==> src/rtl/data_wr_buffer_pkg.sv <==
// Shared definitions for the data store buffer: FSM states, access sizes,
// default FIFO depth and the layout of one buffered store.
package data_wr_buffer_pkg;

    localparam int DEFAULT_DEPTH = 4;

    localparam logic [1:0] SIZE_B = 2'd0;
    localparam logic [1:0] SIZE_H = 2'd1;
    localparam logic [1:0] SIZE_W = 2'd2;

    typedef enum logic [2:0] {
        S_IDLE  = 3'd0,
        S_WREQ  = 3'd1,
        S_WRESP = 3'd2,
        S_RREQ  = 3'd3,
        S_RRESP = 3'd4
    } state_e;

    typedef struct packed {
        logic [31:0] addr;
        logic [1:0]  size;
        logic [3:0]  wstrb;
        logic [31:0] wdata;
    } wbuf_entry_t;

endpackage

==> src/rtl/data_wr_buffer_fifo.sv <==
// wbuf_fifo: in-order storage for buffered stores. With DATA_WR_BUFFER_BYPASS_EN
// it also reports which valid entries hit a given word address.
module wbuf_fifo
    import data_wr_buffer_pkg::*;
#(
    parameter int DEPTH = DEFAULT_DEPTH
) (
    input  logic              clk,
    input  logic              resetn,
    input  logic              push_i,
    input  wbuf_entry_t       push_data_i,
    input  logic              pop_i,
    output wbuf_entry_t       head_o,
`ifdef DATA_WR_BUFFER_BYPASS_EN
    input  logic [29:0]       match_addr_i,
    output logic [DEPTH-1:0]  match_o,
`endif
    output logic              full_o,
    output logic              empty_o
);

    localparam int PW = $clog2(DEPTH);

    wbuf_entry_t   mem_q [DEPTH];
    logic [PW-1:0] wrPtr_q;
    logic [PW-1:0] rdPtr_q;
    logic [PW:0]   count_q;

    // Pointers wrap naturally because DEPTH is a power of two.
    always_ff @(posedge clk or negedge resetn) begin
        if (!resetn) begin
            wrPtr_q <= '0;
            rdPtr_q <= '0;
            count_q <= '0;
            for (int i = 0; i < DEPTH; i++) begin
                mem_q[i] <= '0;
            end
        end else begin
            if (push_i) begin
                mem_q[wrPtr_q] <= push_data_i;
                wrPtr_q        <= wrPtr_q + 1'b1;
            end
            if (pop_i) begin
                rdPtr_q <= rdPtr_q + 1'b1;
            end
            case ({push_i, pop_i})
                2'b10:   count_q <= count_q + 1'b1;
                2'b01:   count_q <= count_q - 1'b1;
                default: count_q <= count_q;
            endcase
        end
    end

    assign head_o  = mem_q[rdPtr_q];
    assign full_o  = (count_q == (PW + 1)'(DEPTH));
    assign empty_o = (count_q == '0);

`ifdef DATA_WR_BUFFER_BYPASS_EN
    // An entry is live when its distance from the head is below the count.
    always_comb begin
        logic [PW-1:0] offset;
        match_o = '0;
        for (int i = 0; i < DEPTH; i++) begin
            offset     = PW'(i) - rdPtr_q;
            match_o[i] = ({1'b0, offset} < count_q) && (mem_q[i].addr[31:2] == match_addr_i);
        end
    end
`endif

endmodule

==> src/rtl/data_wr_buffer.sv <==
// Store buffer between the core data port and the AXI bridge. Define
// DATA_WR_BUFFER_BYPASS_EN to let loads overtake buffered stores to other words.
module data_wr_buffer
    import data_wr_buffer_pkg::*;
#(
    parameter int DEPTH = DEFAULT_DEPTH
) (
    input  logic        clk,
    input  logic        resetn,
    input  logic        cpu_req,
    input  logic        cpu_wr,
    input  logic [1:0]  cpu_size,
    input  logic [3:0]  cpu_wstrb,
    input  logic [31:0] cpu_addr,
    input  logic [31:0] cpu_wdata,
    output logic        cpu_addr_ok,
    output logic        cpu_data_ok,
    output logic [31:0] cpu_rdata,
    output logic        mem_req,
    output logic        mem_wr,
    output logic [1:0]  mem_size,
    output logic [3:0]  mem_wstrb,
    output logic [31:0] mem_addr,
    output logic [31:0] mem_wdata,
    input  logic        mem_addr_ok,
    input  logic        mem_data_ok,
    input  logic [31:0] mem_rdata
);

    state_e      state_q, state_d;
    logic        ldPend_q, ldPend_d;
    logic [31:0] ldAddr_q, ldAddr_d;
    logic [1:0]  ldSize_q, ldSize_d;
    logic        memWr_q, memWr_d;
    logic [1:0]  memSize_q, memSize_d;
    logic [3:0]  memWstrb_q, memWstrb_d;
    logic [31:0] memAddr_q, memAddr_d;
    logic [31:0] memWdata_q, memWdata_d;
    logic        wack_q;

    wbuf_entry_t pushEntry, headEntry;
    logic        fifoFull, fifoEmpty;
    logic        storeAcc, loadAcc, pop, rdDone;
    logic        rdBusy, wrBusy, ldClear;

    assign pushEntry = '{addr: cpu_addr, size: cpu_size, wstrb: cpu_wstrb, wdata: cpu_wdata};

`ifdef DATA_WR_BUFFER_BYPASS_EN
    logic [DEPTH-1:0] entryMatch;

    wbuf_fifo #(.DEPTH(DEPTH)) u_fifo (
        .clk          (clk),
        .resetn       (resetn),
        .push_i       (storeAcc),
        .push_data_i  (pushEntry),
        .pop_i        (pop),
        .head_o       (headEntry),
        .match_addr_i (cpu_addr[31:2]),
        .match_o      (entryMatch),
        .full_o       (fifoFull),
        .empty_o      (fifoEmpty)
    );

    // The store in flight downstream is still in the FIFO, but its copy in the
    // mem_* registers is checked too so a hit can never slip through.
    assign ldClear = ~|entryMatch && !(wrBusy && (memAddr_q[31:2] == cpu_addr[31:2]));
`else
    wbuf_fifo #(.DEPTH(DEPTH)) u_fifo (
        .clk         (clk),
        .resetn      (resetn),
        .push_i      (storeAcc),
        .push_data_i (pushEntry),
        .pop_i       (pop),
        .head_o      (headEntry),
        .full_o      (fifoFull),
        .empty_o     (fifoEmpty)
    );

    assign ldClear = fifoEmpty && !wrBusy;
`endif

    assign wrBusy   = (state_q == S_WREQ) || (state_q == S_WRESP);
    assign rdBusy   = (state_q == S_RREQ) || (state_q == S_RRESP) || ldPend_q;
    assign storeAcc = cpu_req && cpu_wr && !fifoFull && !rdBusy;
    assign loadAcc  = cpu_req && !cpu_wr && !rdBusy && ldClear;
    assign pop      = (state_q == S_WRESP) && mem_data_ok;
    assign rdDone   = (state_q == S_RRESP) && mem_data_ok;

    assign cpu_addr_ok = storeAcc || loadAcc;
    assign cpu_data_ok = wack_q || rdDone;
    assign cpu_rdata   = rdDone ? mem_rdata : '0;

    assign mem_req   = (state_q == S_WREQ) || (state_q == S_RREQ);
    assign mem_wr    = memWr_q;
    assign mem_size  = memSize_q;
    assign mem_wstrb = memWstrb_q;
    assign mem_addr  = memAddr_q;
    assign mem_wdata = memWdata_q;

    // The mem_* registers only load in S_IDLE, which keeps them stable while mem_req is high.
    always_comb begin
        state_d    = state_q;
        ldPend_d   = ldPend_q;
        ldAddr_d   = ldAddr_q;
        ldSize_d   = ldSize_q;
        memWr_d    = memWr_q;
        memSize_d  = memSize_q;
        memWstrb_d = memWstrb_q;
        memAddr_d  = memAddr_q;
        memWdata_d = memWdata_q;

        case (state_q)
            S_IDLE: begin
                if (ldPend_q) begin
                    ldPend_d   = 1'b0;
                    memWr_d    = 1'b0;
                    memSize_d  = ldSize_q;
                    memWstrb_d = '0;
                    memAddr_d  = ldAddr_q;
                    memWdata_d = '0;
                    state_d    = S_RREQ;
                end else if (loadAcc) begin
                    memWr_d    = 1'b0;
                    memSize_d  = cpu_size;
                    memWstrb_d = '0;
                    memAddr_d  = cpu_addr;
                    memWdata_d = '0;
                    state_d    = S_RREQ;
                end else if (!fifoEmpty) begin
                    memWr_d    = 1'b1;
                    memSize_d  = headEntry.size;
                    memWstrb_d = headEntry.wstrb;
                    memAddr_d  = headEntry.addr;
                    memWdata_d = headEntry.wdata;
                    state_d    = S_WREQ;
                end
            end
            S_WREQ:  if (mem_addr_ok) state_d = S_WRESP;
            S_WRESP: if (mem_data_ok) state_d = S_IDLE;
            S_RREQ:  if (mem_addr_ok) state_d = S_RRESP;
            S_RRESP: if (mem_data_ok) state_d = S_IDLE;
            default: state_d = S_IDLE;
        endcase

        if (loadAcc && (state_q != S_IDLE)) begin
            ldPend_d = 1'b1;
            ldAddr_d = cpu_addr;
            ldSize_d = cpu_size;
        end
    end

    always_ff @(posedge clk or negedge resetn) begin
        if (!resetn) begin
            state_q    <= S_IDLE;
            ldPend_q   <= 1'b0;
            ldAddr_q   <= '0;
            ldSize_q   <= '0;
            memWr_q    <= 1'b0;
            memSize_q  <= '0;
            memWstrb_q <= '0;
            memAddr_q  <= '0;
            memWdata_q <= '0;
            wack_q     <= 1'b0;
        end else begin
            state_q    <= state_d;
            ldPend_q   <= ldPend_d;
            ldAddr_q   <= ldAddr_d;
            ldSize_q   <= ldSize_d;
            memWr_q    <= memWr_d;
            memSize_q  <= memSize_d;
            memWstrb_q <= memWstrb_d;
            memAddr_q  <= memAddr_d;
            memWdata_q <= memWdata_d;
            wack_q     <= storeAcc;
        end
    end

endmodule

==> config.mk <==
export PLATFORM = sky130hd
export DESIGN_NAME = data_wr_buffer
export DESIGN_NICKNAME = d
export VERILOG_FILES = /design/src/rtl/data_wr_buffer_pkg.sv /design/src/rtl/data_wr_buffer_fifo.sv /design/src/rtl/data_wr_buffer.sv
export SDC_FILE = /design/constraint.sdc
export NUM_CORES = 1
export LEC_CHECK = 0
export BUFFER_PORTS_ARGS = -buffer_cell sky130_fd_sc_hd__buf_2
export CORE_UTILIZATION = 50
export DETAILED_ROUTE_END_ITERATION = 6
export HOLD_SLACK_MARGIN = 0.15
export PLACE_DENSITY_LB_ADDON = 0.2
export SETUP_SLACK_MARGIN = 0.2
export SYNTH_ARGS = -nofsm -noshare
export SYNTH_HDL_FRONTEND = slang
export SYNTH_HIERARCHICAL = 1
export SYNTH_SLANG_ARGS = --single-unit
==> constraint.sdc <==
create_clock -name clk -period 5.51 [get_ports clk]
set_input_delay 0.551 -clock clk [delete_from_list [all_inputs] [get_ports clk]]
set_output_delay 0.551 -clock clk [all_outputs]
set_load 0.02 [all_outputs]
==> impl_summary.txt <==
----------------------------------------------------
[Run status]
  Status ... complete, no violations

[Die]
  Die footprint ... 0.0369 mm2
  Cell row count ... 69
  Core region area ... 0.0356 mm2
  Vert. Die Dim ... 192 um
  Boundary Pins ... 214
  Die Span X ... 192 um
  Initial core utilization ... 50.8%

[STA]
  Count of final max-slew check failures ... 0
  Summed negative setup slack over all endpoints ... 0 ps
  Worst Clk Skew ... 14.4 ps
  Final worst path period share ... 56.8%
  Final count of hold timing violations ... 0
  Transition time at the pin with the least slew margin ... 1200 ps
  Min Tclk post-route ... 3130 ps
  Slew HR ... 20.3%
  Maximum achievable frequency ... 0.319 GHz
  RSZ-0062 raised after global routing ... false
  Endpoints failing setup ... 0

[Cells and area]
  Number of filler instances in the final layout ... 2877
  Total number of nets in the final design ... 1465
  Syn-to-layout area delta ... 13.7%
  Share of final-layout standard cells stronger than drive strength 1 ... 54.9%
  Leading cell type in the layout, fill and taps excluded ... sky130_fd_sc_hd__dfrtp_1
  Final core occ ... 57.7%
  Most frequent cells in the layout ... 395 x sky130_fd_sc_hd__dfrtp_1, 313 x sky130_fd_sc_hd__mux2_2, 212 x sky130_fd_sc_hd__buf_2, 68 x sky130_fd_sc_hd__mux4_2, 43 x sky130_fd_sc_hd__clkbuf_16

[Critical path]
  Logic depth of the worst register-to-register path ... 7
  Kind of capture point of the worst setup path ... output port
  Cell breakdown of the critical path ... nor3_2, nand4bb_2, buf_4, a21oi_1, a31o_2, buf_2
  Element type at the critical path start ... flop
  Critical Path AT ... 2580 ps
  Required time worst endpoint ... 4960 ps
  Critical path class ... flop to output port
  Cell type of the slowest stage on the worst timing path ... sky130_fd_sc_hd__nand4bb_2
  Total stage count of the critical path ... 6
  Worst Path Buf+Inv ... 2
  Largest delay contributor family on the critical path ... simple AND/OR/NAND/NOR gates
  CP Max Fanout ... 20
  Biggest cell delay along the critical path ... 500 ps

[Flow run]
  Maximum Capacitance Violations ... 0

[Detailed routing]
  Vias per cell ... 5.78
  First-pass detailed-route iteration total ... 5
  Initial DRC count ... 591
  Count of vias placed by the detailed router ... 10700
  Total Routed Length ... 39900 um
  Routed length per instance ... 21.6 um
  Remaining number of nets flagged by the antenna check after routing ... 0
  DRC violation count after routing ... 0

[Global route]
  Largest net degree at the start of global routing ... 105
  Met1 routing resource usage after global routing ... 31.1%
  Layer carrying the most global-route usage ... met2
  Remaining global-route overflow ... 0
  Via count of the first global-routing pass ... 11300
  Wire length of the first global-routing pass ... 63700 um
  Fraction of met2 tracks used by global routing ... 36.1%
  Fraction of met3 tracks used by global routing ... 4.48%
  Initial antenna violation count ... 8
  Global-route usage over all layers ... 22.4%

[Clock network]
  Worst-case clock buffer depth ... 3
  Sinks on Clock Net ... 397
  Clock-pin slew on the worst setup and hold paths ... 60 ps
  CTS Root Buffer Type ... sky130_fd_sc_hd__clkbuf_16
  TritonCTS clock tree ... yes
  H-tree Lvls ... 2
  Insertion delay to the later sink of the worst-skew pair ... 530 ps
  Number of gates given a new drive strength after cts ... 0
  Number of clock buffers inserted by TritonCTS ... 42

[Synth]
  Mapped Area ... 0.0181 mm2
  Warning count from the yosys run ... 6
  Post-Syn Nets ... 1280
  Synth Flop Type ... sky130_fd_sc_hd__dfrtp_1
  Number of synthesized flops with an enable pin ... 0
  Portion of the post-synthesis area used by sequential elements ... 55.0%
  Synth cell types ... 46
  Mean Syn Cell Area ... 15.5 um2
  Yosys reg bits ... 397
  Syn Inst Count ... 1166
  Async S/R FF share, synth ... 100%

[Placed design]
  Global placement routability congestion ... 0.736
  Port Buffers ... 213
  Detailed placement HPWL ... 24000 um

[Power and ir drop]
  Areal power density over the cells ... 613 mW/mm2
  IR Drop Worst-Case VDD ... 0.371 mV
  Final Power ... 12600 uW
  Standby leakage power ... 0.00941 uW

[Min path]
  Worst hold-check path type ... primary input to flop
  WHS Path Cells ... 2

----------------------------------------------------
-- cell type report --
class | count | area, um2 | share of cell area (%)
Sequential cell | 397 | 9940 | 48.4
Multi-Input combinational cell | 639 | 7260 | 35.4
Clock buffer | 62 | 1250 | 6.08
Timing Repair Buffer | 228 | 1200 | 5.86
Tap cell | 461 | 577 | 2.81
Inverter | 43 | 161 | 0.786
Clock inverter | 13 | 119 | 0.579
Antenna cell | 4 | 10.0 | 0.0488
-- per-layer routing --
layer / vias to the layer above / share of wire, % / wire length, um
met5: - / 0.085 / 34
met3: 63 / 5.9 / 2360
li1: 4718 / - / -
met2: 302 / 47 / 18800
met4: 8 / 1.8 / 716
met1: 5589 / 45 / 18000
-- worst paths after layout --
kind / start / endpoint / slack [ps]
min reg2reg: mem_wr / mem_wr / 470
max in group asynchronous: resetn / u_fifo/mem_q[9] / 3660
min in group asynchronous: resetn / mem_addr[17] / 610
min: mem_data_ok / state_q[2] / 260
max reg2reg: u_fifo/count_q[0] / u_fifo/mem_q[81] / 2430
max: u_fifo/count_q[0] / cpu_addr_ok / 2380
-- Yosys cell counts, types with 2 or more instances --
cell,number,share of area [%]
sky130_fd_sc_hd__dfrtp_1,397,55
sky130_fd_sc_hd__mux2_2,313,20
sky130_fd_sc_hd__mux4_2,68,8.5
sky130_fd_sc_hd__inv_1,42,0.87
sky130_fd_sc_hd__buf_6,37,2.3
sky130_fd_sc_hd__a22o_1,36,1.7
sky130_fd_sc_hd__nor3_1,36,1.0
sky130_fd_sc_hd__a211oi_2,34,2.4
sky130_fd_sc_hd__a221oi_1,34,1.6
sky130_fd_sc_hd__or3b_2,34,1.6
sky130_fd_sc_hd__and2_1,32,1.1
sky130_fd_sc_hd__clkbuf_1,25,0.52
sky130_fd_sc_hd__buf_2,16,0.44
sky130_fd_sc_hd__buf_12,7,0.78
sky130_fd_sc_hd__ha_1,5,0.35
sky130_fd_sc_hd__nand2_1,5,0.10
sky130_fd_sc_hd__nand2_2,4,0.14
sky130_fd_sc_hd__xor2_1,4,0.19
sky130_fd_sc_hd__and3_1,3,0.10
sky130_fd_sc_hd__nor2_1,3,0.062
sky130_fd_sc_hd__xnor2_1,3,0.15
sky130_fd_sc_hd__a21o_1,2,0.083
sky130_fd_sc_hd__mux4_1,2,0.29
sky130_fd_sc_hd__o21ai_0,2,0.055
-- timing repair --
| action | 4_1_cts | 5_1_grt |
|---|---|---|
| hold buffers | 1 | 0 |
| setup buffers | 0 | 0 |
| hold endpoints to repair | 78 | 0 |
-- sequential cells by signal (all words and copies together), names as in the netlist, 2 cells and up --
register and cells:
u_fifo/mem_q 280, ldAddr_q 32, mem_addr 32, mem_wdata 32, mem_wstrb 4, state_q 3, u_fifo/count_q 3, ldSize_q 2
mem_size 2, u_fifo/rdPtr_q 2, u_fifo/wrPtr_q 2
-- power by group --
part           internal [uW]  leakage [uW]  switching (uW)
registers               4330       0.00487             949
logic                   2510       0.00385            2010
clock network           1660      0.000684            1120
-- cell families after synthesis --
| group | synth area share, % |
|---|---|
| DFF | 55.0 |
| muxes | 28.4 |
| buffers and inverters | 5.00 |
| and+or+nand+nor | 4.56 |
| AOI/OAI and AO/OA | 6.21 |
| xor gates and xnor gates | 0.340 |
| adders and majority gates | 0.457 |
-- worst register-to-register path, stage by stage, from the launching register on --
cell	delay, ps
sky130_fd_sc_hd__dfrtp_1	390
sky130_fd_sc_hd__inv_1	90
sky130_fd_sc_hd__and3_1	170
sky130_fd_sc_hd__nor4bb_1	340
sky130_fd_sc_hd__and3_1	570
sky130_fd_sc_hd__nand2_4	600
sky130_fd_sc_hd__buf_4	500
sky130_fd_sc_hd__mux2_2	320
-- through the flow --
stage	setup WS, ps	area (um2)	std cells	hold WS [ps]
floorplan	3080	18100	1166	255
global placement	1970	19100	1767	457
detailed placement	1910	19100	1767	466
CTS	2360	20500	1843	239
global route	2170	20500	1845	250
finish	2380	20500	1847	259
No activity file was read; power rests on OpenSTA's default activity.
